**config.mk**
```make
export PLATFORM = sky130hd
export DESIGN_NAME = poly_synth_engine
export DESIGN_NICKNAME = d
export VERILOG_FILES = /design/src/rtl/poly_synth_pkg.sv /design/src/rtl/poly_synth_wavegen.sv /design/src/rtl/poly_synth_engine.sv
export SDC_FILE = /design/constraint.sdc
export NUM_CORES = 2
export LEC_CHECK = 0
export CORE_AREA = 2 2 231 233
export DETAILED_ROUTE_END_ITERATION = 10
export DIE_AREA = 0 0 233 235
export GPL_TIMING_DRIVEN = 0
export PLACE_DENSITY = 0.8
export SLEW_MARGIN = 20
export SYNTH_ARGS = -nofsm -noshare
export SYNTH_HDL_FRONTEND = slang
export SYNTH_HIERARCHICAL = 1
export SYNTH_SLANG_ARGS = --single-unit
```
**constraint.sdc**
```tcl
create_clock -name clk -period 27.8 [get_ports clk]
set_input_delay 5.56 -clock clk [delete_from_list [all_inputs] [get_ports clk]]
set_output_delay 5.56 -clock clk [all_outputs]
set_load 0.01 [all_outputs]
```
**src/rtl/poly_synth_pkg.sv**
```systemverilog
// Shared types and helpers for the polyphonic oscillator engine.
//   wave_t       : per-voice waveform select
//   LFSR_SEED    : noise generator reset value
//   LFSR_MASK    : Galois feedback taps
//   lfsr_step    : one Galois LFSR step
//   sat_to_width : clamp a signed value to a signed range of w bits
package poly_synth_pkg;

  typedef enum logic [1:0] {
    WAVE_SQUARE = 2'd0,
    WAVE_SAW    = 2'd1,
    WAVE_TRI    = 2'd2,
    WAVE_NOISE  = 2'd3
  } wave_t;

  localparam logic [15:0] LFSR_SEED = 16'hACE1;
  localparam logic [15:0] LFSR_MASK = 16'hB400;

  function automatic logic [15:0] lfsr_step(input logic [15:0] s);
    return {1'b0, s[15:1]} ^ (s[0] ? LFSR_MASK : 16'h0000);
  endfunction

  // Limits are built in 64 bits so w up to 32 does not overflow.
  function automatic logic signed [31:0] sat_to_width(input logic signed [31:0] val, input int w);
    longint hi;
    longint lo;
    hi = (64'sd1 <<< (w - 1)) - 64'sd1;
    lo = -(64'sd1 <<< (w - 1));
    if (longint'(val) > hi) return 32'(hi);
    if (longint'(val) < lo) return 32'(lo);
    return val;
  endfunction

endpackage

```
**src/rtl/poly_synth_wavegen.sv**
```systemverilog
// Combinational waveform stage shared by all voices.
//   phase_top : top SAMPLE_W bits of the voice phase (unsigned)
//   wave      : waveform select
//   lfsr      : current noise register
//   sample    : signed oscillator sample
module poly_synth_wavegen
  import poly_synth_pkg::*;
#(
  parameter int SAMPLE_W = 16
) (
  input  logic [SAMPLE_W-1:0]        phase_top,
  input  wave_t                      wave,
  input  logic [15:0]                lfsr,
  output logic signed [SAMPLE_W-1:0] sample
);

  logic                msb;
  logic [SAMPLE_W-2:0] q;

  always_comb begin
    msb = phase_top[SAMPLE_W-1];
    // Triangle folds the second half of the period back down.
    q   = msb ? ~phase_top[SAMPLE_W-2:0] : phase_top[SAMPLE_W-2:0];
    case (wave)
      WAVE_SQUARE: sample = msb ? {1'b1, {(SAMPLE_W-1){1'b0}}} : {1'b0, {(SAMPLE_W-1){1'b1}}};
      WAVE_SAW:    sample = {~msb, phase_top[SAMPLE_W-2:0]};
      WAVE_TRI:    sample = {~q[SAMPLE_W-2], q[SAMPLE_W-3:0], 1'b0};
      default:     sample = SAMPLE_W'($signed(lfsr));
    endcase
  end

endmodule

```
**src/rtl/poly_synth_engine.sv**
```systemverilog
// Time-multiplexed polyphonic DDS oscillator engine. Each sample_tick sweeps
// all voices through read/increment, waveform and scale/accumulate stages and
// emits one saturated mixed sample.
//   clk, reset         : clock, async active-high reset
//   sample_tick        : starts a sweep when idle
//   cfg_*              : per-voice increment/volume/wave write, optional phase clear
//   out, out_valid     : mixed sample and its one-cycle update pulse
//   busy               : sweep in progress
//   overrun, clip      : sticky status flags
module poly_synth_engine
  import poly_synth_pkg::*;
#(
  parameter int VOICES   = 8,
  parameter int PHASE_W  = 24,
  parameter int SAMPLE_W = 16,
  parameter int VOL_W    = 8,
  parameter int OUT_W    = 16
) (
  input  logic                       clk,
  input  logic                       reset,
  input  logic                       sample_tick,
  input  logic                       cfg_we,
  input  logic [$clog2(VOICES)-1:0]  cfg_voice,
  input  logic [PHASE_W-1:0]         cfg_incr,
  input  logic [VOL_W-1:0]           cfg_vol,
  input  logic [1:0]                 cfg_wave,
  input  logic                       cfg_phase_rst,
  output logic signed [OUT_W-1:0]    out,
  output logic                       out_valid,
  output logic                       busy,
  output logic                       overrun,
  output logic                       clip
);

  localparam int VIDX_W = $clog2(VOICES);
  localparam int ACC_W  = SAMPLE_W + VIDX_W;
  localparam int PROD_W = SAMPLE_W + VOL_W + 1;
  localparam logic [VIDX_W-1:0] LAST_IDX = VIDX_W'(VOICES - 1);

  logic [PHASE_W-1:0] phase_mem [VOICES];
  logic [PHASE_W-1:0] incr_mem  [VOICES];
  logic [VOL_W-1:0]   vol_mem   [VOICES];
  wave_t              wave_mem  [VOICES];
  logic [15:0]        lfsr;

  logic                       s0_active;
  logic [VIDX_W-1:0]          s0_idx;
  logic                       s1_valid, s1_first, s1_last;
  logic [SAMPLE_W-1:0]        s1_phase_top;
  wave_t                      s1_wave;
  logic [VOL_W-1:0]           s1_vol;
  logic                       s2_valid, s2_first, s2_last;
  logic signed [SAMPLE_W-1:0] s2_sample;
  logic [VOL_W-1:0]           s2_vol;
  logic signed [ACC_W-1:0]    acc;

  logic                       accept;
  logic signed [SAMPLE_W-1:0] wave_sample;
  logic signed [PROD_W-1:0]   prod;
  logic signed [ACC_W-1:0]    term, acc_sum;
  logic signed [31:0]         acc_ext, sat_val;
  logic                       sat_hit;

  assign accept = sample_tick && !busy;

  poly_synth_wavegen #(.SAMPLE_W(SAMPLE_W)) u_wavegen (
    .phase_top (s1_phase_top),
    .wave      (s1_wave),
    .lfsr      (lfsr),
    .sample    (wave_sample)
  );

  always_comb begin
    prod    = PROD_W'(s2_sample) * PROD_W'($signed({1'b0, s2_vol}));
    term    = ACC_W'(prod >>> VOL_W);
    acc_sum = s2_first ? term : acc + term;
    acc_ext = 32'(acc_sum);
    sat_val = sat_to_width(acc_ext, OUT_W);
    sat_hit = (sat_val != acc_ext);
  end

  // Voice state. The config write comes last so a phase clear to the voice
  // currently in stage 0 overrides its increment write-back.
  always_ff @(posedge clk or posedge reset) begin
    if (reset) begin
      for (int v = 0; v < VOICES; v++) begin
        phase_mem[v] <= '0;
        incr_mem[v]  <= '0;
        vol_mem[v]   <= '0;
        wave_mem[v]  <= WAVE_SQUARE;
      end
    end else begin
      if (s0_active) phase_mem[s0_idx] <= phase_mem[s0_idx] + incr_mem[s0_idx];
      if (cfg_we) begin
        incr_mem[cfg_voice] <= cfg_incr;
        vol_mem[cfg_voice]  <= cfg_vol;
        wave_mem[cfg_voice] <= wave_t'(cfg_wave);
        if (cfg_phase_rst) phase_mem[cfg_voice] <= '0;
      end
    end
  end

  always_ff @(posedge clk or posedge reset) begin
    if (reset) begin
      lfsr         <= LFSR_SEED;
      busy         <= 1'b0;
      overrun      <= 1'b0;
      clip         <= 1'b0;
      out          <= '0;
      out_valid    <= 1'b0;
      s0_active    <= 1'b0;
      s0_idx       <= '0;
      s1_valid     <= 1'b0;
      s1_first     <= 1'b0;
      s1_last      <= 1'b0;
      s1_phase_top <= '0;
      s1_wave      <= WAVE_SQUARE;
      s1_vol       <= '0;
      s2_valid     <= 1'b0;
      s2_first     <= 1'b0;
      s2_last      <= 1'b0;
      s2_sample    <= '0;
      s2_vol       <= '0;
      acc          <= '0;
    end else begin
      out_valid <= 1'b0;
      if (sample_tick && busy) overrun <= 1'b1;

      // The LFSR advances once at sweep start so every noise voice in the
      // sweep sees the same value.
      if (accept) begin
        busy      <= 1'b1;
        s0_active <= 1'b1;
        s0_idx    <= '0;
        lfsr      <= lfsr_step(lfsr);
      end else if (s0_active) begin
        s0_idx <= s0_idx + VIDX_W'(1);
        if (s0_idx == LAST_IDX) s0_active <= 1'b0;
      end

      s1_valid     <= s0_active;
      s1_first     <= (s0_idx == '0);
      s1_last      <= (s0_idx == LAST_IDX);
      s1_phase_top <= phase_mem[s0_idx][PHASE_W-1 -: SAMPLE_W];
      s1_wave      <= wave_mem[s0_idx];
      s1_vol       <= vol_mem[s0_idx];

      s2_valid  <= s1_valid;
      s2_first  <= s1_first;
      s2_last   <= s1_last;
      s2_sample <= wave_sample;
      s2_vol    <= s1_vol;

      if (s2_valid) begin
        acc <= acc_sum;
        if (s2_last) begin
          out       <= sat_val[OUT_W-1:0];
          out_valid <= 1'b1;
          busy      <= 1'b0;
          if (sat_hit) clip <= 1'b1;
        end
      end
    end
  end

endmodule

```
# Word-level counts from Yosys, hierarchy flattened
# Index checks and enable logic that the tools add are counted.
# word_totals
ff_bits	579
wordCells	133
out_inout_bits	20
inputBits	42
# op_classes
n_mul	1
n_reduce_logical	10
n_eq_ne	4
add_sub_neg	3
order_cmp	6
n_bitwise	8
mux	49
# op_table
op	count
$mux 192	3
$bwmux 192	2
$and 192x192->192	1
$not 192->192	1
$bmux 24 s3	2
$demux 24 s3	2
$mux 24	6
$mux 32	4
$bwmux 64	1
$pmux 16 s3	1
$mux 16	2
$ne 32x19->1	1
$mul 16x9->25	1
$add 24x24->24	1
$bmux 8 s3	1
$demux 8 s3	1
$mux 8	3
$add 19x17->19	1
$gt 19x16->1 const B	1
$lt 19x16->1 const B	1
$mux 19	1
$bwmux 16	1
$xor 15x16->16	1
$mux 15	1
21 further kinds	41

# Depth between registers and ports, before layout
# logic_depth
word_depth	10
mapped_depth	33
mapped_depth_nobuf	32

# By module
# Netlist, hierarchy kept.
# modules_own_cells
mod	area_each_um2	seq_area_each_um2	cells_per_inst	n_inst
poly_synth_engine	32105.8	14498.9	3040	1
poly_synth_wavegen	484.2	0.0	78	1

# Least setup slack after synthesis
# Ideal clock, no wire load.
# synth_path
path_type	reg-to-reg
from	register s2_vol[0]
to	register clip
slack_ns	20.490
t_arrival_ns	7.222
setup_time_ns	0.088
path_stages_with_launch	32
period_less_slack_ns	7.310
required_ns	27.712
n_path_buf	3
path_cell_list	dfrtp_1 clkbuf_1 nand2_1 fa_1 inv_1 fa_1 fa_1 inv_1 fa_1 inv_1 ha_1 nor2_1 a21oi_1 a31oi_1 o31ai_1 a31oi_1 xnor2_1 ha_1 and3_1 buf_6 a221oi_2 o21ai_0 o211ai_2 nand3_1 and4bb_2 nor3_1 o211ai_1 a21o_1 ha_1 clkbuf_1 o41ai_2 a41oi_1
# synth_via
elab_chain_len	10
word_cells_on_any_way	13
cone_classes	add/sub: 1; mul: 1; order compare: 2; eq/ne: 1; mux: 7; reduce/logical: 1
# synth_rtl
element	line	text
from (decl)	poly_synth_engine.sv:54	logic [VOL_W-1:0] s2_vol;
from (signal assigned)	poly_synth_engine.sv:152	s2_vol <= s1_vol;
$mul 16x9->25 (*)	poly_synth_engine.sv:74	prod = PROD_W'(s2_sample) * PROD_W'($signed({1'b0, s2_vol}));
$add 19x17->19	poly_synth_engine.sv:76	acc_sum = s2_first ? term : acc + term;
$mux 19 (*)	poly_synth_engine.sv:76	
$lt 19x16->1	poly_synth_pkg.sv:30	if (longint'(val) < lo) return 32'(lo);
$mux 1 (2 in series)	poly_synth_pkg.sv:30	
$mux 32	poly_synth_pkg.sv:31	return val;
$mux 32	poly_synth_pkg.sv:30	
$ne 32x19->1 (*)	poly_synth_engine.sv:79	sat_hit = (sat_val != acc_ext);
$reduce_and 3->1 (no source line) (*)	n/a	
to (signal assigned)	poly_synth_engine.sv:108	clip <= 1'b0;
to (signal assigned)	poly_synth_engine.sv:160	if (sat_hit) clip <= 1'b1;
to (decl)	poly_synth_engine.sv:32	output logic clip
# Every way passes the cells marked *; elsewhere a longest branch is shown, timed or not. The select of a mux whose other input is x is not followed.
# A chain may end at the register's enable or synchronous reset.

# Worst setup path after layout
# layout_path
from	register s2_vol[5]
to	register out[5]
# layout_via
elab_chain_len	8
word_cells_on_any_way	11
cone_classes	add/sub: 1; mul: 1; order compare: 2; mux: 7
# layout_rtl
element	line	text
$mul 16x9->25 (*)	poly_synth_engine.sv:74	
$add 19x17->19	poly_synth_engine.sv:76	
$mux 19 (*)	poly_synth_engine.sv:76	
$lt 19x16->1	poly_synth_pkg.sv:30	
$mux 1 (2 in series)	poly_synth_pkg.sv:30	
$mux 32	poly_synth_pkg.sv:31	
$mux 32 (*)	poly_synth_pkg.sv:30	
to (signal assigned)	poly_synth_engine.sv:157	out <= sat_val[OUT_W-1:0];
to (decl)	poly_synth_engine.sv:28	output logic signed [OUT_W-1:0] out,
# Marked as above.

==> results by group <==
Critical path
  • R2R cell count: 31
  • Critical path's slowest cell: a21oi_1
  • Setup crit end kind: flip-flop
  • CP max stage delay: slightly below 0.6 ns
  • R2R Path Start: s2_vol[5]
  • Data arrival, critical path: approximately 9.4 ns
  • R2R Setup Slk: about 19 ns
  • Nature of the critical path startpoint: flip-flop
  • CP dominant cell by count: fa_1
  • R2R Path End: out[5]
  • WS Path Type: reg -> reg
  • Worst-path fanout max: 10
  • Required time of the critical path: 28.31 ns

Yosys
  • Syn Area/Cell: between 10 and 15 um2
  • Syn_nets: between 3000 and 4000
  • Number of flops mapped to enable cells by yosys: 0
  • Asr flop ratio synth: 100%
  • Sequential area share after synthesis: 44.5%
  • Yosys reg bits: about 580
  • Cells after synthesis: about 3100
  • Mapped cell area: around 33000 um2
  • Library cells used by synthesis: 84
  • Synth warn: 6
  • Ys flop type: dfrtp_1

Min path
  • Worst hold path cell count: 0
  • Hold Path Origin: s1_valid
  • Worst hold path type: reg -> reg
  • Hold Path End: s2_valid

STA
  • Final Max Slew Viols: 0
  • Final hold viol count: 0
  • Worst slew pin tran: about 1.2 ns
  • Rel. slew slack: about a fifth
  • Setup violators final: 0
  • Max Clk Rate: ~0.11 GHz
  • RSZ-0062 raised after global routing: false
  • Min cycle time layout: just under 9 ns
  • Tcrit/Tclk final: between 30 and 40%
  • Fin Setup TNS: 0 ns
  • Skew final: about 0.017 ns

Floorplan
  • Initial core utilization: 62.4%
  • Die width: around 230 um
  • Area of the core: roughly 52000 um2
  • Ports: 62
  • Std-Cell Rows: 84
  • Area of the die: approximately 55000 um2
  • Chip Height: 235 um

Drt
  • DRC errors left: 0
  • First-pass iteration count of the detailed router: 6
  • Routed Antenna Nets: 0
  • DR WL/cell: 23.0 um
  • DR vias: 25100
  • Drt first-iter violations: between 2000 and 2500
  • Routed wire length: ~91000 um
  • DR vias/cell: about 6.3

CTS
  • Clock Latency Late Sink: 0.63 ns
  • TritonCTS Buffers: 58
  • CTS resizes: 0
  • Maximum buffer depth of the clock tree: 3
  • Post-CTS Setup Repair Bufs: 0
  • Post-CTS Hold Buffers: 0
  • H-tree lvl count: 2
  • CTS sink cnt: ~580
  • CTS clk-pin slew, worst paths: roughly 0.07 ns
  • CTS tree: yes
  • Clock root buffer: clkbuf_16

GRT
  • First-pass GRT wire length: 144000 um
  • Grt total ovfl: 0
  • Largest net degree at the start of global routing: about 110
  • GRT Overall Usage: approximately a third
  • Initial antenna violation count: 1
  • Number of global-route vias before repair: between 20000 and 30000

Placement
  • Number of port buffers: 59
  • DP Wirelength: between 60000 and 70000 um
  • Placer's final routability congestion estimate: 0.961

Cells and area
  • Nets: around 3500
  • Share of cells above drive strength 1: between 10% and 20%
  • Area grow syn2layout: 11.1%
  • Commonest non-fill, non-tap cells in the layout: 571 x dfrtp_1, 420 x nand2_1, 348 x mux2_2
  • Commonest non-fill, non-tap cell in the layout: dfrtp_1

Status
  • Status: completed

Run
  • Total of max-cap violations: 0
[flip-flops by register name, indices dropped and copies added, names as in the netlist, 2 cells and up]
| name | cells |
|---|---|
| s2_vol | 8 |
| s0_idx | 3 |
| acc | 19 |
| incr_mem | 192 |
| lfsr | 16 |
| out | 16 |
| s2_sample | 16 |
| s1_phase_top | 16 |
| wave_mem | 16 |
| vol_mem | 64 |
| s1_wave | 2 |
| s1_vol | 8 |
| phase_mem | 192 |
[routing by layer]
| metal | share of wire [%] | vias to the layer above | track usage [%] |
|---|---|---|---|
| met3 | 7.4 | 320 | 6.15 |
| li1 | - | 11100 | - |
| met5 | 0.028 | - | 0 |
| met4 | 6.0 | 4 | 18.7 |
| met1 | 38 | 12500 | 42.3 |
| met2 | 48 | 1153 | 56.0 |
[cell families (layout without fill, tap and decap cells)]
| logic type | after synthesis | after routing | share of synthesized area (%) |
|---|---|---|---|
| buffers and inverters | 368 | 540 | 4.44 |
| adder cells (fa/ha/maj) | 196 | 196 | 9.90 |
| flip-flops | 579 | 579 | 44.5 |
| other | 0 | 2 | 0 |
| AO/OA/AOI/OAI | 670 | 670 | 13.3 |
| AND/OR/NAND/NOR | 780 | 780 | 10.4 |
| XOR/XNOR | 52 | 52 | 1.40 |
| multiplexers | 473 | 473 | 16.1 |
[layout make-up]
class	count	area, um2
well taps	688	861
multi-input cells	2171	16700
clock buffers	84	1690
clock inverters	24	269
flip-flops and latches	579	14500
inverters	182	691
repair buffers	64	728
plain buffers	186	766
fillers	3786	16000
diodes	2	5.00
[how the worst max path moves through the flow]
stage | cells after the start | from | end
after floorplan | 1 | reset | acc[0]
after global placement | 2 | reset | incr_mem[160]
after detailed placement | 31 | s2_vol[4] | out[5]
after CTS | 31 | s2_vol[4] | out[5]
after global routing | 31 | s2_vol[4] | out[5]
final | 31 | s2_vol[5] | out[5]
[Yosys cell counts, drive strengths merged, types with 10 or more instances]
master    n  share of area [%]
a211oi   24               0.55
a21o     27               0.62
a21oi   272                4.2
a22oi    55                1.3
a31oi    17               0.33
a32o     15               0.46
and2     60                1.2
buf      34               0.58
clkbuf  152                1.8
dfrtp   571                 44
fa      103                6.3
ha       93                3.6
inv     180                2.1
mux2    348                 12
mux2i   119                3.7
nand2   420                4.8
nand2b   12               0.23
nand3    25               0.40
nand4    10               0.19
nor2    179                2.1
nor3     20               0.31
o211ai   16               0.41
o21a     17               0.39
o21ai    88                1.4
o22a     54                1.5
o22ai    38               0.73
xnor2    35               0.94
xor2     17               0.46
[worst max-delay path: cells and delay by family, from the launching register on]
family / cells / cell delay, ns
xor gates and xnor gates: 1 / 0.31
AOI/OAI and AO/OA: 11 / 2.90
adders and majority gates: 7 / 2.92
DFF: 1 / 0.56
and+or+nand+nor: 6 / 1.02
buffers and inverters: 6 / 1.09
[per-stage QoR]
step	hold slack (ns)	setup WS, ns	instance area [um2]	util, %	instances
6_report	0.349	18.88	36200	69.3	3980
5_1_grt	0.360	18.40	36200	69.3	3978
4_1_cts	0.349	19.02	36200	69.2	3978
3_5_place_dp	0.335	19.06	34200	65.5	3870
3_3_place_gp	0.335	0.592	34000	65.2	3865
2_1_floorplan	0.331	6.05	32600	-	3118
Power is not shown: default switching activity piles up to over one toggle a cycle in this logic, so the estimate is an artifact.
